<file path="src/rtl/alu_arb.sv">
// Two-requester round-robin front end for a single shared combinational ALU.
// One operation in flight: accept in IDLE, capture the result in EXEC, respond in RESP.
module alu_arb (
  input  logic        clk,
  input  logic        rst,
  input  logic        req0_valid,
  output logic        req0_ready,
  input  logic [1:0]  req0_alu_op,
  input  logic [3:0]  req0_func_op,
  input  logic [31:0] req0_a,
  input  logic [31:0] req0_b,
  input  logic        req1_valid,
  output logic        req1_ready,
  input  logic [1:0]  req1_alu_op,
  input  logic [3:0]  req1_func_op,
  input  logic [31:0] req1_a,
  input  logic [31:0] req1_b,
  output logic [1:0]  alu_op_o,
  output logic [3:0]  func_op_o,
  output logic [31:0] alu_a_o,
  output logic [31:0] alu_b_o,
  input  logic [31:0] alu_res_i,
  input  logic        alu_zero_i,
  output logic        rsp0_valid,
  output logic        rsp1_valid,
  output logic [31:0] rsp_data,
  output logic        rsp_zero,
  output logic        busy
);

  typedef enum logic [1:0] {
    S_IDLE,
    S_EXEC,
    S_RESP
  } state_t;

  state_t      r_state;
  state_t      w_state_nxt;
  logic        r_last;      // 1: requester 1 was granted most recently
  logic        r_winner;    // requester owning the operation in flight
  logic [1:0]  r_alu_op;
  logic [3:0]  r_func_op;
  logic [31:0] r_a;
  logic [31:0] r_b;
  logic [31:0] r_rsp_data;
  logic        r_rsp_zero;
  logic        w_grant0;
  logic        w_grant1;
  logic        w_accept;

  // NOTE: every signal assigned in this always_comb gets a default first, so no path
  // leaves it unassigned and no latch is inferred.
  always_comb begin
    w_grant0    = 1'b0;
    w_grant1    = 1'b0;
    w_state_nxt = r_state;
    unique case (r_state)
      S_IDLE: begin
        // Grants are gated by rst so nothing is offered while the block is held in reset.
        if (!rst) begin
          if (req0_valid && (!req1_valid || r_last)) begin
            w_grant0 = 1'b1;
          end else if (req1_valid) begin
            w_grant1 = 1'b1;
          end
        end
        if (w_grant0 || w_grant1) begin
          w_state_nxt = S_EXEC;
        end
      end
      S_EXEC:  w_state_nxt = S_RESP;
      S_RESP:  w_state_nxt = S_IDLE;
      default: w_state_nxt = S_IDLE;
    endcase
  end

  assign w_accept = w_grant0 | w_grant1;

  // NOTE: sequential state uses non-blocking assignments so every register samples
  // the pre-edge values regardless of statement order.
  always_ff @(posedge clk) begin
    if (rst) begin
      r_state    <= S_IDLE;
      r_last     <= 1'b1;
      r_winner   <= 1'b0;
      r_alu_op   <= '0;
      r_func_op  <= '0;
      r_a        <= '0;
      r_b        <= '0;
      r_rsp_data <= '0;
      r_rsp_zero <= 1'b0;
    end else begin
      r_state <= w_state_nxt;
      if (w_accept) begin
        r_winner  <= w_grant1;
        r_last    <= w_grant1;
        r_alu_op  <= w_grant1 ? req1_alu_op  : req0_alu_op;
        r_func_op <= w_grant1 ? req1_func_op : req0_func_op;
        r_a       <= w_grant1 ? req1_a       : req0_a;
        r_b       <= w_grant1 ? req1_b       : req0_b;
      end
      if (r_state == S_EXEC) begin
        r_rsp_data <= alu_res_i;
        r_rsp_zero <= alu_zero_i;
      end
    end
  end

  // The ALU sees only registered operands, never the live request buses.
  assign alu_op_o   = r_alu_op;
  assign func_op_o  = r_func_op;
  assign alu_a_o    = r_a;
  assign alu_b_o    = r_b;

  assign req0_ready = w_grant0;
  assign req1_ready = w_grant1;
  assign rsp0_valid = (r_state == S_RESP) && !r_winner;
  assign rsp1_valid = (r_state == S_RESP) &&  r_winner;
  assign rsp_data   = r_rsp_data;
  assign rsp_zero   = r_rsp_zero;
  assign busy       = (r_state != S_IDLE);

endmodule

</file>
<file path="config.mk">
export PLATFORM = sky130hd
export DESIGN_NAME = alu_arb
export DESIGN_NICKNAME = d
export VERILOG_FILES = /design/src/rtl/alu_arb.sv
export SDC_FILE = /design/constraint.sdc
export NUM_CORES = 1
export LEC_CHECK = 0
export BUFFER_PORTS_ARGS = -buffer_cell sky130_fd_sc_hd__buf_2
export CORE_UTILIZATION = 46
export CTS_CLUSTER_SIZE = 16
export DETAILED_ROUTE_END_ITERATION = 7
export GPL_ROUTABILITY_DRIVEN = 0
export PLACE_DENSITY = 0.81
export SETUP_SLACK_MARGIN = 0.1
export SLEW_MARGIN = 20
export SYNTH_ARGS = -nofsm -noshare
export SYNTH_HDL_FRONTEND = slang
export SYNTH_SLANG_ARGS = --single-unit
</file>
<file path="constraint.sdc">
create_clock -name clk -period 1.9 [get_ports clk]
set_input_delay 0.19 -clock clk [delete_from_list [all_inputs] [get_ports clk]]
set_output_delay 0.19 -clock clk [all_outputs]
set_load 0.005 [all_outputs]
</file>
==> flow_metrics.env <==
export IMPL_outcome="complete, but fails checks"
export IMPL_violations="design-rule violations"
export IMPL_netSwitchingPower_mw=1.74
export IMPL_ys_top_cells_by_count="dfxtp_1, a21oi_1, nand3_1, a311oi_2, nand2_1"
export IMPL_cp_slowest_cell="or3_4"
export IMPL_ys_ff_latch=107
export IMPL_switching_share_pct=30.2
export IMPL_pwr_share_clk_pct=30.4
export IMPL_die_w_um=112
export IMPL_grt_usage_pct=25.5
export IMPL_drtPass1Iterations=6
export IMPL_yosysTopAreaCellShare_pct=38.6
export IMPL_cts_root_buf="clkbuf_16"
export IMPL_ant_nets=0
export IMPL_yosysSeqAreaShare_pct=38.6
export IMPL_grt_pass1_wl_um=25700
export IMPL_crit_fanout=17
export IMPL_vias_per_cell=5.64
export IMPL_ff_latch_area_mm2=0.00214
export IMPL_rr_worst_depth=5
export IMPL_worst_path_buf_inv=2
export IMPL_p_int_mw=4.02
export IMPL_grt_start_max_net_pins=84
export IMPL_hold_depth=3
export IMPL_cp_cell_sequence="or3_4 > buf_16 > nor2_4 > buf_2"
export IMPL_grt_pass1_vias=5152
export IMPL_setup_viol=0
export IMPL_setup_tns_ps=0
export IMPL_multi_input_area_mm2=0.00290
export IMPL_clock_path_buffers=2
export IMPL_yosys_warnings=0
export IMPL_cellPowerDensity_mw_per_mm2=793
export IMPL_critPathMaxStageDelay_ps=400
export IMPL_synth_area_per_cell_um2=9.57
export IMPL_cts_hold_fix_buffers=0
export IMPL_fmax_mhz=582
export IMPL_postSynthCellCount=580
export IMPL_drtIter0Drc=442
export IMPL_die_h_um=112
export IMPL_yosys_most_used_dff="dfxtp_1"
export IMPL_whs_ps=85.6
export IMPL_synth_edff_count=0
export IMPL_critical_path_startpoint="r_state[0]"
export IMPL_antenna_found_initial=0
export IMPL_cp_num_cells=4
export IMPL_pwr_share_comb_pct=25.7
export IMPL_worst_setup_path_type="reg2out"
export IMPL_finalWirelength_um=16100
export IMPL_drv_slew=0
export IMPL_synth_cell_types=32
export IMPL_drc_errors=22
export IMPL_numPortBuffers=284
export IMPL_hold_violations=0
export IMPL_crit_path_end_kind="primary output"
export IMPL_max_vdd_ir_drop_mv=0.392
export IMPL_finalCritPeriodShare_pct=90.4
export IMPL_rows=39
export IMPL_hp_class="in2reg"
export IMPL_fp_dieArea_mm2=0.0125
export IMPL_p_leak_nw=3.02
export IMPL_rr_startpoint="r_state[0]"
export IMPL_required_ps=1710
export IMPL_clock_latency_ps=340
export IMPL_core_area_mm2=0.0116
export IMPL_drive_gt1_share_pct=55.4
export IMPL_initial_core_util_pct=48.0
export IMPL_yosysMostFrequentCell="dfxtp_1"
export IMPL_cap_violations=0
export IMPL_vias=5481
export IMPL_relSlewSlack_pct=64.8
export IMPL_rsz0062_at_grt="no"
export IMPL_tightest_slew_ps=527
export IMPL_cpLargestDelayFamily="simple AND/OR/NAND/NOR gates"
export IMPL_diodes=0
export IMPL_grt_ovfl_total=0
export IMPL_ys_async_sr_fraction_pct=0
export IMPL_skew_ps=7.50
export IMPL_syn_to_final_growth_pct=30.8
export IMPL_htreeDepth=3
export IMPL_ios=285
export IMPL_syn_nets=757
export IMPL_crit_path_start_kind="register"
export IMPL_dp_hpwl_um=10700
export IMPL_final_fill_count=1011
export IMPL_arrival_ps=1530
export IMPL_post_route_min_period_ps=1720
export IMPL_final_nets=1001
export IMPL_min_from="alu_res_i[30]"
export IMPL_synthesis_area_mm2=0.00555
export IMPL_clock_sinks=107
export IMPL_synth_area_leader_cell="dfxtp_1"
export IMPL_cts_buffers_inserted=9
export IMPL_cts_clk_slew_worst_paths_ps=70
export IMPL_synth_area_leaders="dfxtp_1, a311oi_2, o21ai_2, a21oi_1, nand3_1"
export IMPL_post_drt_wl_per_cell_um=16.5
export IMPL_p_seq_share_pct=43.9
export IMPL_cts_tree="done"
[stage by stage]
step	util (%)	cells	instance area, µm²	setup slack [ps]	power [mW]
2_1_floorplan	-	580	5550	496	3.52
3_3_place_gp	59.7	952	6900	281	3.99
3_5_place_dp	59.7	952	6900	243	4.01
4_1_cts	62.8	972	7260	133	5.80
5_1_grt	62.8	972	7260	125	6.04
6_report	62.8	972	7260	182	5.76
[worst paths after layout]
check,to,slack (ps)
setup reg to reg,alu_a_o[0],290
setup / recovery,req1_ready,180
hold reg to reg,rsp_data[31],450
hold / removal,rsp_data[30],90
[logic make-up after synthesis]
kind of cell,after synthesis,share of synthesized area [%]
simple gates,149,12.6
flops,107,38.6
compound gates,249,39.3
buf+inv,75,9.53
[metal layers]
metal	GRT usage, %	part of all wire, %
met5	0	0
met4	9.37	1.6
met3	5.82	8.1
met2	43.2	48
met1	31.5	42
[state kept, by name, indices dropped and copies added (netlist names), 2 cells and up]
register and count:
alu_b_o 32, rsp_data 32, alu_op_o 2, func_op_o 4, alu_a_o 32, r_state 2
[tightest hold or removal path, cell delays in order]
cell	delay, ps
buf_2	100
nand2_1	40
a21oi_1	50
[final cells by class]
class	count	share of cell area, %
sequential	107	29.5
clock buffer	12	3.39
tap	143	2.46
timing repair buffer	306	24.2
multi-input combinational	398	39.9
inverter	2	0.103
clock inverter	4	0.362
[layout by cell type (no fill, tap or decap)]
cell,Yosys,layout
buf_2,32,283
dfxtp_1,107,106
a21oi_1,104,104
nand3_1,70,70
a311oi_2,69,69
nand2_1,66,66
o21ai_2,60,60
buf_4,7,12
o21ai_1,11,11
clkbuf_16,0,9
buf_12,3,8
or2_2,1,2
nor3b_1,2,2
inv_1,2,2
nand2b_1,2,2
clkinv_2,0,2
clkbuf_1,15,2
bufbuf_16,0,2
or3_4,0,1
a21bo_4,0,1
nor2_4,1,1
nor3_4,1,1
and3_1,1,1
and2_4,1,1
a21boi_4,0,1
a311oi_1,1,1
nor2b_2,0,1
nor2_1,1,1
a31oi_1,1,1
o21ba_1,1,1
clkinv_4,0,1
clkbuf_8,0,1
clkinvlp_4,0,1
buf_16,0,1
dfxtp_2,0,1
[power groups by stage]
stage                     Sequential [mW]  Clock, mW  Combinational (mW)
after global placement               2.57          0                1.42
after CTS                            2.53       1.78                1.49
final                                2.53       1.75                1.48
after detailed placement             2.58          0                1.44
after global routing                 2.55       1.88                1.60
after floorplan                      2.59          0               0.922
[repair_timing]
item | CTS | global route
gates cloned | 2 | 0
resized for setup | 1 | 1
endpoints found under the setup margin | 2 | 2
pin swaps | 2 | 0
buffers inserted | 2 | 0
Note: power is estimated with default switching activity, not from simulation.
